===== src/rtl/waymask_victim_selector.sv =====
// Waymask-enforcing victim selector.
// Per-set round-robin scan, one way per cycle, for a way enabled in the active mask.
// Returns a one-hot victim under a valid/ack handshake.
// Mask updates are staged and applied only while idle.
// Optional per-way eviction counters are built when VICTIM_STAT_EN is defined.
module waymask_victim_selector #(
  parameter int unsigned CACHE_ASSOCIATIVITY = 16,
  parameter int unsigned SET_INDEX_WIDTH     = 6,
  parameter int unsigned COUNTER_WIDTH       = 32
) (
  input  logic                                         clk_in,
  input  logic                                         reset_in,
  input  logic [CACHE_ASSOCIATIVITY-1:0]               waymask_in,
  input  logic                                         waymask_update_in,
  output logic [CACHE_ASSOCIATIVITY-1:0]               active_waymask_out,
  input  logic                                         replace_valid_in,
  input  logic [SET_INDEX_WIDTH-1:0]                   replace_set_in,
  output logic                                         replace_ready_out,
  output logic                                         victim_valid_out,
  output logic [CACHE_ASSOCIATIVITY-1:0]               victim_way_out,
  input  logic                                         victim_ack_in,
  output logic [CACHE_ASSOCIATIVITY*COUNTER_WIDTH-1:0] evict_counter_flatted_out
);

  localparam int unsigned WayW    = (CACHE_ASSOCIATIVITY > 1) ? $clog2(CACHE_ASSOCIATIVITY) : 1;
  localparam int unsigned NumSets = 1 << SET_INDEX_WIDTH;

  typedef enum logic [1:0] {StIdle, StScan, StDone} state_e;

  state_e                           state_q, state_d;
  logic [SET_INDEX_WIDTH-1:0]       set_q, set_d;
  logic [WayW-1:0]                  cand_q, cand_d;
  logic [WayW-1:0]                  victim_q, victim_d;
  logic                             valid_q, valid_d;
  logic [CACHE_ASSOCIATIVITY-1:0]   active_q, active_d;
  logic [CACHE_ASSOCIATIVITY-1:0]   pend_q, pend_d;
  logic                             pend_valid_q, pend_valid_d;
  logic [WayW-1:0]                  ptr_q [NumSets];
  logic                             ptr_we;

  // Round-robin successor, wrapping at the last way.
  function automatic logic [WayW-1:0] next_way(input logic [WayW-1:0] w);
    if (w == WayW'(CACHE_ASSOCIATIVITY - 1)) return '0;
    return w + 1'b1;
  endfunction

  // Next-state: mask staging, scan FSM and handshake.
  always_comb begin
    state_d      = state_q;
    set_d        = set_q;
    cand_d       = cand_q;
    victim_d     = victim_q;
    valid_d      = valid_q;
    active_d     = active_q;
    pend_d       = pend_q;
    pend_valid_d = pend_valid_q;
    ptr_we       = 1'b0;

    // An all-zero mask would never terminate the scan, so it means "all ways".
    if (state_q == StIdle && pend_valid_q) begin
      active_d     = (pend_q == '0) ? '1 : pend_q;
      pend_valid_d = 1'b0;
    end
    if (waymask_update_in) begin
      pend_d       = waymask_in;
      pend_valid_d = 1'b1;
    end

    unique case (state_q)
      StIdle: begin
        if (replace_valid_in) begin
          set_d   = replace_set_in;
          cand_d  = ptr_q[replace_set_in];
          state_d = StScan;
        end
      end
      StScan: begin
        if (active_q[cand_q]) begin
          victim_d = cand_q;
          state_d  = StDone;
        end else begin
          cand_d = next_way(cand_q);
        end
      end
      StDone: begin
        // Valid rises one cycle after entering DONE; acks before that are ignored.
        if (!valid_q) begin
          valid_d = 1'b1;
        end else if (victim_ack_in) begin
          valid_d = 1'b0;
          ptr_we  = 1'b1;
          state_d = StIdle;
        end
      end
      default: state_d = StIdle;
    endcase
  end

  // State registers with synchronous reset.
  always_ff @(posedge clk_in) begin
    if (reset_in) begin
      state_q      <= StIdle;
      set_q        <= '0;
      cand_q       <= '0;
      victim_q     <= '0;
      valid_q      <= 1'b0;
      active_q     <= '1;
      pend_q       <= '0;
      pend_valid_q <= 1'b0;
      for (int i = 0; i < int'(NumSets); i++) ptr_q[i] <= '0;
    end else begin
      state_q      <= state_d;
      set_q        <= set_d;
      cand_q       <= cand_d;
      victim_q     <= victim_d;
      valid_q      <= valid_d;
      active_q     <= active_d;
      pend_q       <= pend_d;
      pend_valid_q <= pend_valid_d;
      if (ptr_we) ptr_q[set_q] <= next_way(victim_q);
    end
  end

  assign active_waymask_out = active_q;
  assign replace_ready_out  = (state_q == StIdle) && !reset_in;
  assign victim_valid_out   = valid_q;
  assign victim_way_out     = valid_q ? ({{(CACHE_ASSOCIATIVITY-1){1'b0}}, 1'b1} << victim_q) : '0;

`ifdef VICTIM_STAT_EN
  logic [COUNTER_WIDTH-1:0] cnt_q [CACHE_ASSOCIATIVITY];

  // Saturating per-way eviction counters, bumped on each acked victim.
  always_ff @(posedge clk_in) begin
    if (reset_in) begin
      for (int i = 0; i < int'(CACHE_ASSOCIATIVITY); i++) cnt_q[i] <= '0;
    end else if (valid_q && victim_ack_in && (cnt_q[victim_q] != '1)) begin
      cnt_q[victim_q] <= cnt_q[victim_q] + 1'b1;
    end
  end

  for (genvar g = 0; g < int'(CACHE_ASSOCIATIVITY); g++) begin : g_flat
    assign evict_counter_flatted_out[g*COUNTER_WIDTH +: COUNTER_WIDTH] = cnt_q[g];
  end
`else
  assign evict_counter_flatted_out = '0;
`endif

endmodule


===== config.mk =====
export PLATFORM = sky130hd
export DESIGN_NAME = waymask_victim_selector
export DESIGN_NICKNAME = d
export VERILOG_FILES = /design/src/rtl/waymask_victim_selector.sv
export SDC_FILE = /design/constraint.sdc
export NUM_CORES = 1
export LEC_CHECK = 0
export ABC_AREA = 0
export ABC_CLOCK_PERIOD_IN_PS = 3250
export BUFFER_PORTS_ARGS = -buffer_cell sky130_fd_sc_hd__buf_2
export CORE_ASPECT_RATIO = 0.9
export CORE_MARGIN = 10
export CORE_UTILIZATION = 45
export CTS_CLUSTER_DIAMETER = 30
export DETAILED_ROUTE_END_ITERATION = 10
export PLACE_DENSITY = 0.75
export SKIP_CTS_REPAIR_TIMING = 1
export SLEW_MARGIN = 10
export SYNTH_ARGS = -nofsm -noshare
export SYNTH_HDL_FRONTEND = slang
export SYNTH_SLANG_ARGS = --single-unit

===== constraint.sdc =====
create_clock -name clk_in -period 3.25 [get_ports clk_in]
set_input_delay 0.325 -clock clk_in [delete_from_list [all_inputs] [get_ports clk_in]]
set_output_delay 0.325 -clock clk_in [all_outputs]
set_load 0.02 [all_outputs]

Word level (Yosys, flattened, before mapping):

Memory sizes are Yosys's and may differ from the RTL's.
Cells that the tools add are included.

* output and inout port bits: 546
* register bits: 50
* latch bits: 0
* bits in read-only memories: 0
* bits of input ports: 27
* memories kept: 1
* memory bits (writable): 256

Memory list
* ptr_q: depth 64, bits a word 4, rd ports 1, clocked after memory_dff 0, write ports 64, line 38 `logic [WayW-1:0] ptr_q [NumSets];`

* reductions and logical operators: 12
* order comparisons: 1
* muxes and demuxes: 39
* bitwise gates (word level): 0
* equal/unequal tests: 9
* shift operators: 1
* add/sub/neg operators: 2
* divide/modulo/power cells: 0
* multipliers: 0

Operators by type and width (number)
* 4-bit 2-to-1 mux: 9
* 16-bit 2-to-1 mux: 2
* 1-bit 2-to-1 mux: 20
* 16-bit logical NOT: 1
* 1-bit by 4-bit left shift with 16-bit output (first input constant): 1
* 2-bit != test (second input constant): 5
* 4-bit by 1-bit adder with 4-bit output (second input constant): 2
* 4-bit == test (second input constant): 2
* 2-bit 2-to-1 mux: 4
* 4-bit case mux with 2 select lines: 1
* 6-bit 2-to-1 mux: 1
* 2-bit case mux with 3 select lines: 1
* 4-bit by 5-bit less-than comparator with 1-bit output (second input constant): 1
* 1-bit binary-select mux with 4-bit select: 1
* 2-bit AND reduction: 2
* 4-bit AND reduction: 1
* 2-bit nonzero test: 2
* 4-bit OR reduction: 1
* 3-bit AND reduction: 1
* 2-bit by 1-bit == test with 1-bit output (second input constant): 1
* 2-bit == test (second input constant): 1
* 1-bit logical AND: 2
* 2-bit logical NOT: 1
* 1-bit logical NOT: 1

Depth between registers and ports, before layout:

Gate-level depths: netlist (run 1).

* word-level depth: 9
* depth in mapped cells: 9

Worst setup path after synthesis (run 1):

No wires, ideal clock.

* kind: register to register
* start: register valid_q, in the netlist victim_valid_out
* end: memory ptr_q[45][0] (netlist name), enable pin
* stages on the path, launching flop included: 8
* data arrival time: 1.800 ns
* buffers on the path: 1
* setup slack: 1.140 ns
* data required time: 2.940 ns
* path through: dfxtp_1 -> nand4b_1 -> nor2_1 -> nand2_1 -> nor3b_2 -> clkbuf_1 -> nand2_1 -> nand2b_1

RTL lines
* start: declaration: line 34 `logic valid_q, valid_d;`
* start signal: assignment: line 116 `valid_q <= valid_d;`
* end: declaration: line 38

==> results.yml, run 1 <==
placement:
  dpl_cell_area_um2: 17040
  dp_hpwl_um: 30200
  place_ws_ns: 0.7298
  finalWeightedCongestion: 0.8665
  dp_cells: 2188
  port_buffers: 60
layout:
  num-nets-final: 1746
  drive_gt1_frac: 0.1473
  n_fill_cell: 3517
  instances_no_fill: 2291
  final_common_cell: "conb_1"
  stdcell_area_um2: 18960
  mostFrequentLayoutCells: "conb_1, edfxtp_1, nor2_1"
  syn_to_final_growth_pct: 4.719
setup_path:
  cp_num_buf_inv: 1
  cp_max_fo: 12
  startpoint_type: "flip-flop"
  reg2reg_depth: 7
  required_ns: 3.50
  crit_path_cell_trace: "nand4b_1 > nor2_1 > nand2_1 > nor3_2 > buf_12 > nand2_1 > nand2b_1"
  r2r-end: "ptr_q[41][2]"
  r2r-start: "victim_valid_out"
  critPathCapture: "ptr_q[41][2]"
  r2r_slack_ns: 0.84
  critPathMaxStageDelay_ns: 0.52
  crit_family: "simple AND/OR/NAND/NOR gates"
  end_kind: "flip-flop"
  crit_slowest_cell: "nor3_2"
  cp_common_cell: "nand2_1"
  crit_type: "reg2reg"
  critPathArrivalTime_ns: 2.67
  cp.depth: 7
  crit_path_start: "victim_valid_out"
clocking:
  cts_htree_levels: 2
  cts_root_buf: "clkbuf_16"
  cts_buffer_depth: 3
  clock_latency_ns: 0.56
  cts_inserted_buffers: 54
  clk_transition_reported_paths_ns: 0.05
  cts_tree: "built"
  cts.sinks: 306
floorplan:
  coreArea_um2: 39630
  row_count: 69
  start_util: 0.4569
  dieArea_um2: 48670
  die_w_um: 231.4
  io-pin-count: 573
  die_h_um: 210.3
logic_synthesis:
  postSynthAreaPerCell_um2: 10.86
  synth-edff-count: 256
  synthArstFlopShare: 0
  ys_seq_area_frac: 0.4798
  synth_top_flop_cell: "edfxtp_1"
  yosysWarnings: 0
  syn_area_um2: 18110
  netlist_instances: 1667
  ys_ff_latch: 306
  ys_types: 50
power_and_ir_drop:
  p_comb_frac: 0.111
  p_seq_frac: 0.385
  p_int_mw: 8.594
  totalPowerFinal_mw: 11.70
  p_leak_nw: 8.115
  p_sw_mw: 3.103
  p_clk_frac: 0.504
  peakVddDrop_uv: 351.3
  p_per_area_nw_per_um2: 616.9
  p_sw_frac: 0.2653
sta:
  fin_ws_ns: 0.8374
  worst_slew_pin_slew_ns: 0.9414
  relSlewSlack: 0.3701
  clock_skew_ns: 0.01791
  period_share: 0.7423
  rsz0062_at_grt: "false"
  max_freq_mhz: 414.5
  setup-violations-final: 0
  setup_tns_ns: 0
  finalCriticalPeriod_ns: 2.413
  finalHoldViolCount: 0
  drv_slew: 0
hold_path:
  hold_class: "in2reg"
routing:
  wl_per_cell_um: 19.26
  drtIter0Drc: 1226
  drt.antenna.violating_nets: 0
  dr.pass1.iters: 5
  drc: 0
  viasPerCell: 4.781
  wl_um: 44130
  vias: 10950
global_route:
  grt_usage: 0.1651
  antenna_found_initial: 1
  grt_max_degree: 90
  grt-ovfl-total: 0
  grt_pass1_vias: 10810
  grt_pass1_wl_um: 63680
job:
  cap_violations: 0
run_status:
  outcome: "complete, no violations"
sequential cells by signal (all words and copies together) (netlist names):
register            count
state_q                 2
victim_valid_out        1
ptr_q                 256
victim_q                4
cand_q                  4
set_q                   6
pend_q                 16
pend_valid_q            1
active_waymask_out     16
power groups by stage:
stage | sequential, mW | combinational [mW] | clock [mW]
floorplan | 4.54 | 1.50 | 0
global placement | 4.57 | 1.23 | 0
detailed placement | 4.58 | 1.24 | 0
CTS | 4.50 | 1.25 | 5.94
global route | 4.52 | 1.38 | 6.11
finish | 4.51 | 1.30 | 5.89
routing by layer:
layer / share of wire / up-vias / global-route usage
met5: 0 / - / 0
li1: - / 4820 / -
met3: 0.11 / 90 / 0.03934
met4: 0.027 / 0 / 0.06301
met1: 0.34 / 5294 / 0.1912
met2: 0.52 / 750 / 0.2908
per-stage QoR:
| stage | util | hold slack (ns) |
|---|---|---|
| 3_3_place_gp | 0.4299 | 0.4620 |
| 2_1_floorplan | - | 0.4480 |
| 5_1_grt | 0.4785 | 0.01370 |
| 6_report | 0.4785 | 0.01043 |
| 4_1_cts | 0.4785 | -0.006405 |
| 3_5_place_dp | 0.4299 | 0.4908 |
tightest hold or removal path, cell delays in order:
cell,delay [ns]
buf_2,0.07
mux2i_1,0.05
nor2_1,0.07
worst min path at each step:
stage / start / end / slack (ns) / cells after the start
final: waymask_in[15] / pend_q[15] / 0.01 / 3
after global routing: waymask_in[9] / pend_q[9] / 0.01 / 3
after CTS: waymask_in[9] / pend_q[9] / -0.006 / 3
after detailed placement: pend_valid_q / pend_valid_q / 0.49 / 2
after global placement: pend_valid_q / pend_valid_q / 0.46 / 2
after floorplan: pend_valid_q / pend_valid_q / 0.45 / 2
cells in the mapped netlist, drive strengths merged, types with 5 or more instances:
master  count  area, um^2
and3       79       494.2
o22ai      16       100.1
edfxtp    256        7687
o21ai       9       45.04
nor2      225       844.6
nor3b       7       67.57
ha          7       87.58
nand4       5       31.28
nand2b     83       519.3
a21oi      21       105.1
clkbuf     63       236.5
nor2b       8       50.05
buf       547        4041
nand2      97       364.1
a31oi       7       43.79
dfxtp      50        1001
a22oi      15       112.6
nor4        5       37.53
and2        7       43.80
inv         8       30.03
mux4       61        1374
nand3      16       80.08
mux2i      40       420.4
cell type report:
class                      count  area, um^2  share of cell area
timing repair buffer          88       615.6             0.03246
multi-input combinational   1254        7036              0.3710
clock buffer                  58        1386             0.07311
tap                          532       665.6             0.03510
inverter                       8       30.03            0.001584
clock inverter                44       538.0             0.02837
sequential                   306        8688              0.4582
antenna                        1       2.502           0.0001320
logic make-up (layout without fill, tap and decap cells):
family          count (synthesis)  in the layout  share of synthesized area
fa+ha+maj                       7              7                   0.004837
mux                           104            104                     0.1010
buf+inv                       618            198                     0.2379
compound gates                 85             85                    0.03075
simple gates                  546            546                     0.1455
other cells                     1            513                  0.0002071
flops                         306            306                     0.4798
No activity file was read; power rests on OpenSTA's default activity.
==> run 2: changes to the inputs <==
--- a/config.mk
+++ b/config.mk
@@ -6,7 +6,7 @@
 export NUM_CORES = 1
 export LEC_CHECK = 0
 export ABC_AREA = 0
-export ABC_CLOCK_PERIOD_IN_PS = 3250
+export ABC_CLOCK_PERIOD_IN_PS = 2370
 export BUFFER_PORTS_ARGS = -buffer_cell sky130_fd_sc_hd__buf_2
 export CORE_ASPECT_RATIO = 0.9
 export CORE_MARGIN = 10
==> constraint.sdc (replaced) <==
create_clock -name clk_in -period 2.37 [get_ports clk_in]
set_input_delay 0.237 -clock clk_in [delete_from_list [all_inputs] [get_ports clk_in]]
set_output_delay 0.237 -clock clk_in [all_outputs]
set_load 0.02 [all_outputs]
==> run 2 against run 1 <==
Effect of this change: critical path type unchanged; register-to-register slack got worse by 0.73 ns; critical endpoint is now cand_q[1]; hold slack got worse by 0.00051 ns; non-clock buffer count rose by 63; sequential share of layout area down 1.1 points; critical path depth down 2.
==> results.yml, run 2 (synthesized netlist as in run 1, its figures left out) <==
run_status:
  outcome: "complete, no violations"
routing:
  wl_um: 45470
  wl_per_cell_um: 19.32
  drtIter0Drc: 1320
  dr.pass1.iters: 6
  vias: 11330
  drc: 0
  drt.antenna.violating_nets: 0
  viasPerCell: 4.817
setup_path:
  cp_common_cell: "mux2i_2"
  r2r_slack_ns: 0.10
  required_ns: 2.78
  crit_path_cell_trace: "mux4_2 > mux2i_2 > mux2i_2 > o21a_1 > o41ai_2"
  critPathMaxStageDelay_ns: 0.56
  crit_family: "multiplexers"
  critPathArrivalTime_ns: 2.68
  end_kind: "flip-flop"
  reg2reg_depth: 5
  r2r-end: "cand_q[1]"
  cp_max_fo: 7
  startpoint_type: "flip-flop"
  crit_slowest_cell: "mux4_2"
  crit_type: "reg2reg"
  cp_num_buf_inv: 0
  r2r-start: "cand_q[1]"
hold_path:
  hold_class: "in2reg"
  whs_path_depth: 3
  worstHoldEndpoint: "set_q[5]"
  holdCritStartpoint: "replace_set_in[5]"
global_route:
  grt_max_degree: 65
  grt-ovfl-total: 0
  antenna_found_initial: 0
  grt_usage: 0.1732
  grt_pass1_vias: 11310
  grt_pass1_wl_um: 67140
placement:
  dp_cells: 2235
  dp_hpwl_um: 31780
  place_ws_ns: 0.1436
  finalWeightedCongestion: 0.8815
  port_buffers: 60
  dpl_cell_area_um2: 17410
layout:
  n_fill_cell: 3455
  largest_reg_flops: 256
  num-nets-final: 1809
  drive_gt1_frac: 0.1676
  syn_to_final_growth_pct: 7.414
  instances_no_fill: 2353
  stdcell_area_um2: 19450
  regMostFlops: "ptr_q"
  mostFrequentLayoutCells: "conb_1, edfxtp_1, nor2_1"
  final_common_cell: "conb_1"
power_and_ir_drop:
  peakVddDrop_uv: 483.3
  p_leak_nw: 8.348
  p_per_area_nw_per_um2: 817.2
floorplan:
  row_count: 69
  coreArea_um2: 39630
  dieArea_um2: 48670
  io-pin-count: 573
  die_h_um: 210.3
  die_w_um: 231.4
  start_util: 0.4569
sta:
  max_freq_mhz: 441.3
  finalHoldViolCount: 0
  setup-violations-final: 0
  clock_skew_ns: 0.03071
  rsz0062_at_grt: "false"
  setup_tns_ns: 0
  worst_slew_pin_slew_ns: 0.6215
  relSlewSlack: 0.5857
  fin_ws_ns: 0.1037
  finalCriticalPeriod_ns: 2.266
  drv_slew: 0
  period_share: 0.9562
clocking:
  cts_htree_levels: 2
  cts_buffer_depth: 3
  cts.sinks: 306
  clock_latency_ns: 0.57
  cts_root_buf: "clkbuf_16"
  cts_tree: "built"
  cts_inserted_buffers: 54
  clk_transition_reported_paths_ns: 0.05
job:
  cap_violations: 0
[run 2: changes by cell type in the layout (fill, tap and decap cells not counted), sizes merged]
cell,before,now
buf,88,135
bufinv,10,7
clkbuf,58,59
inv,13,15
clkinvlp,5,13
clkinv,24,15
dlygate4sd3,0,16
[run 2: per-layer routing]
layer,up-vias,global-route usage,wire length [um]
met2,735,0.3007,23630
met3,90,0.04015,4650
li1,4950,-,-
met4,0,0.06686,1186
met5,-,0,0
met1,5559,0.2048,16000
[run 2: layout make-up]
class,instances,area (um^2),area share
diodes,1,2.502,0.0001287
flip-flops and latches,306,8688,0.4467
repair buffers,151,1154,0.05931
well taps,532,665.6,0.03422
clock buffers,59,1423,0.07314
clock inverters,42,451.7,0.02322
multi-input cells,1254,7036,0.3617
inverters,8,30.03,0.001544
[run 2: tightest hold or removal path, stage by stage]
cell	delay, ns
buf_2	0.17
nand2_1	0.07
a21oi_1	0.05
[run 2: per-stage QoR]
step	power, mW	hold WS (ns)	util
after floorplan	8.292	0.3845	-
after global placement	7.997	0.4630	0.4394
after detailed placement	8.031	0.4769	0.4394
after CTS	15.87	-0.08694	0.4867
after global routing	16.34	0.01870	0.4908
final	15.90	0.009923	0.4908
[run 2: worst max path at each step]
stage | end | depth (start not counted) | slack [ns] | from
after floorplan | ptr_q[45][0] | 7 | 0.26 | victim_valid_out
after global placement | cand_q[3] | 8 | 0.15 | replace_set_in[0]
after detailed placement | cand_q[3] | 8 | 0.14 | replace_set_in[0]
after global routing | cand_q[1] | 5 | 0.003 | cand_q[1]
final | cand_q[1] | 5 | 0.10 | cand_q[1]
after CTS | cand_q[1] | 5 | 0.15 | cand_q[1]
[run 2: power breakdown]
group	leakage, nW	internal (mW)	switching (mW)
clock network	0.878	5.12	2.74
logic	4.42	0.451	1.40
registers	3.05	6.03	0.146
total	8.35	11.6	4.29
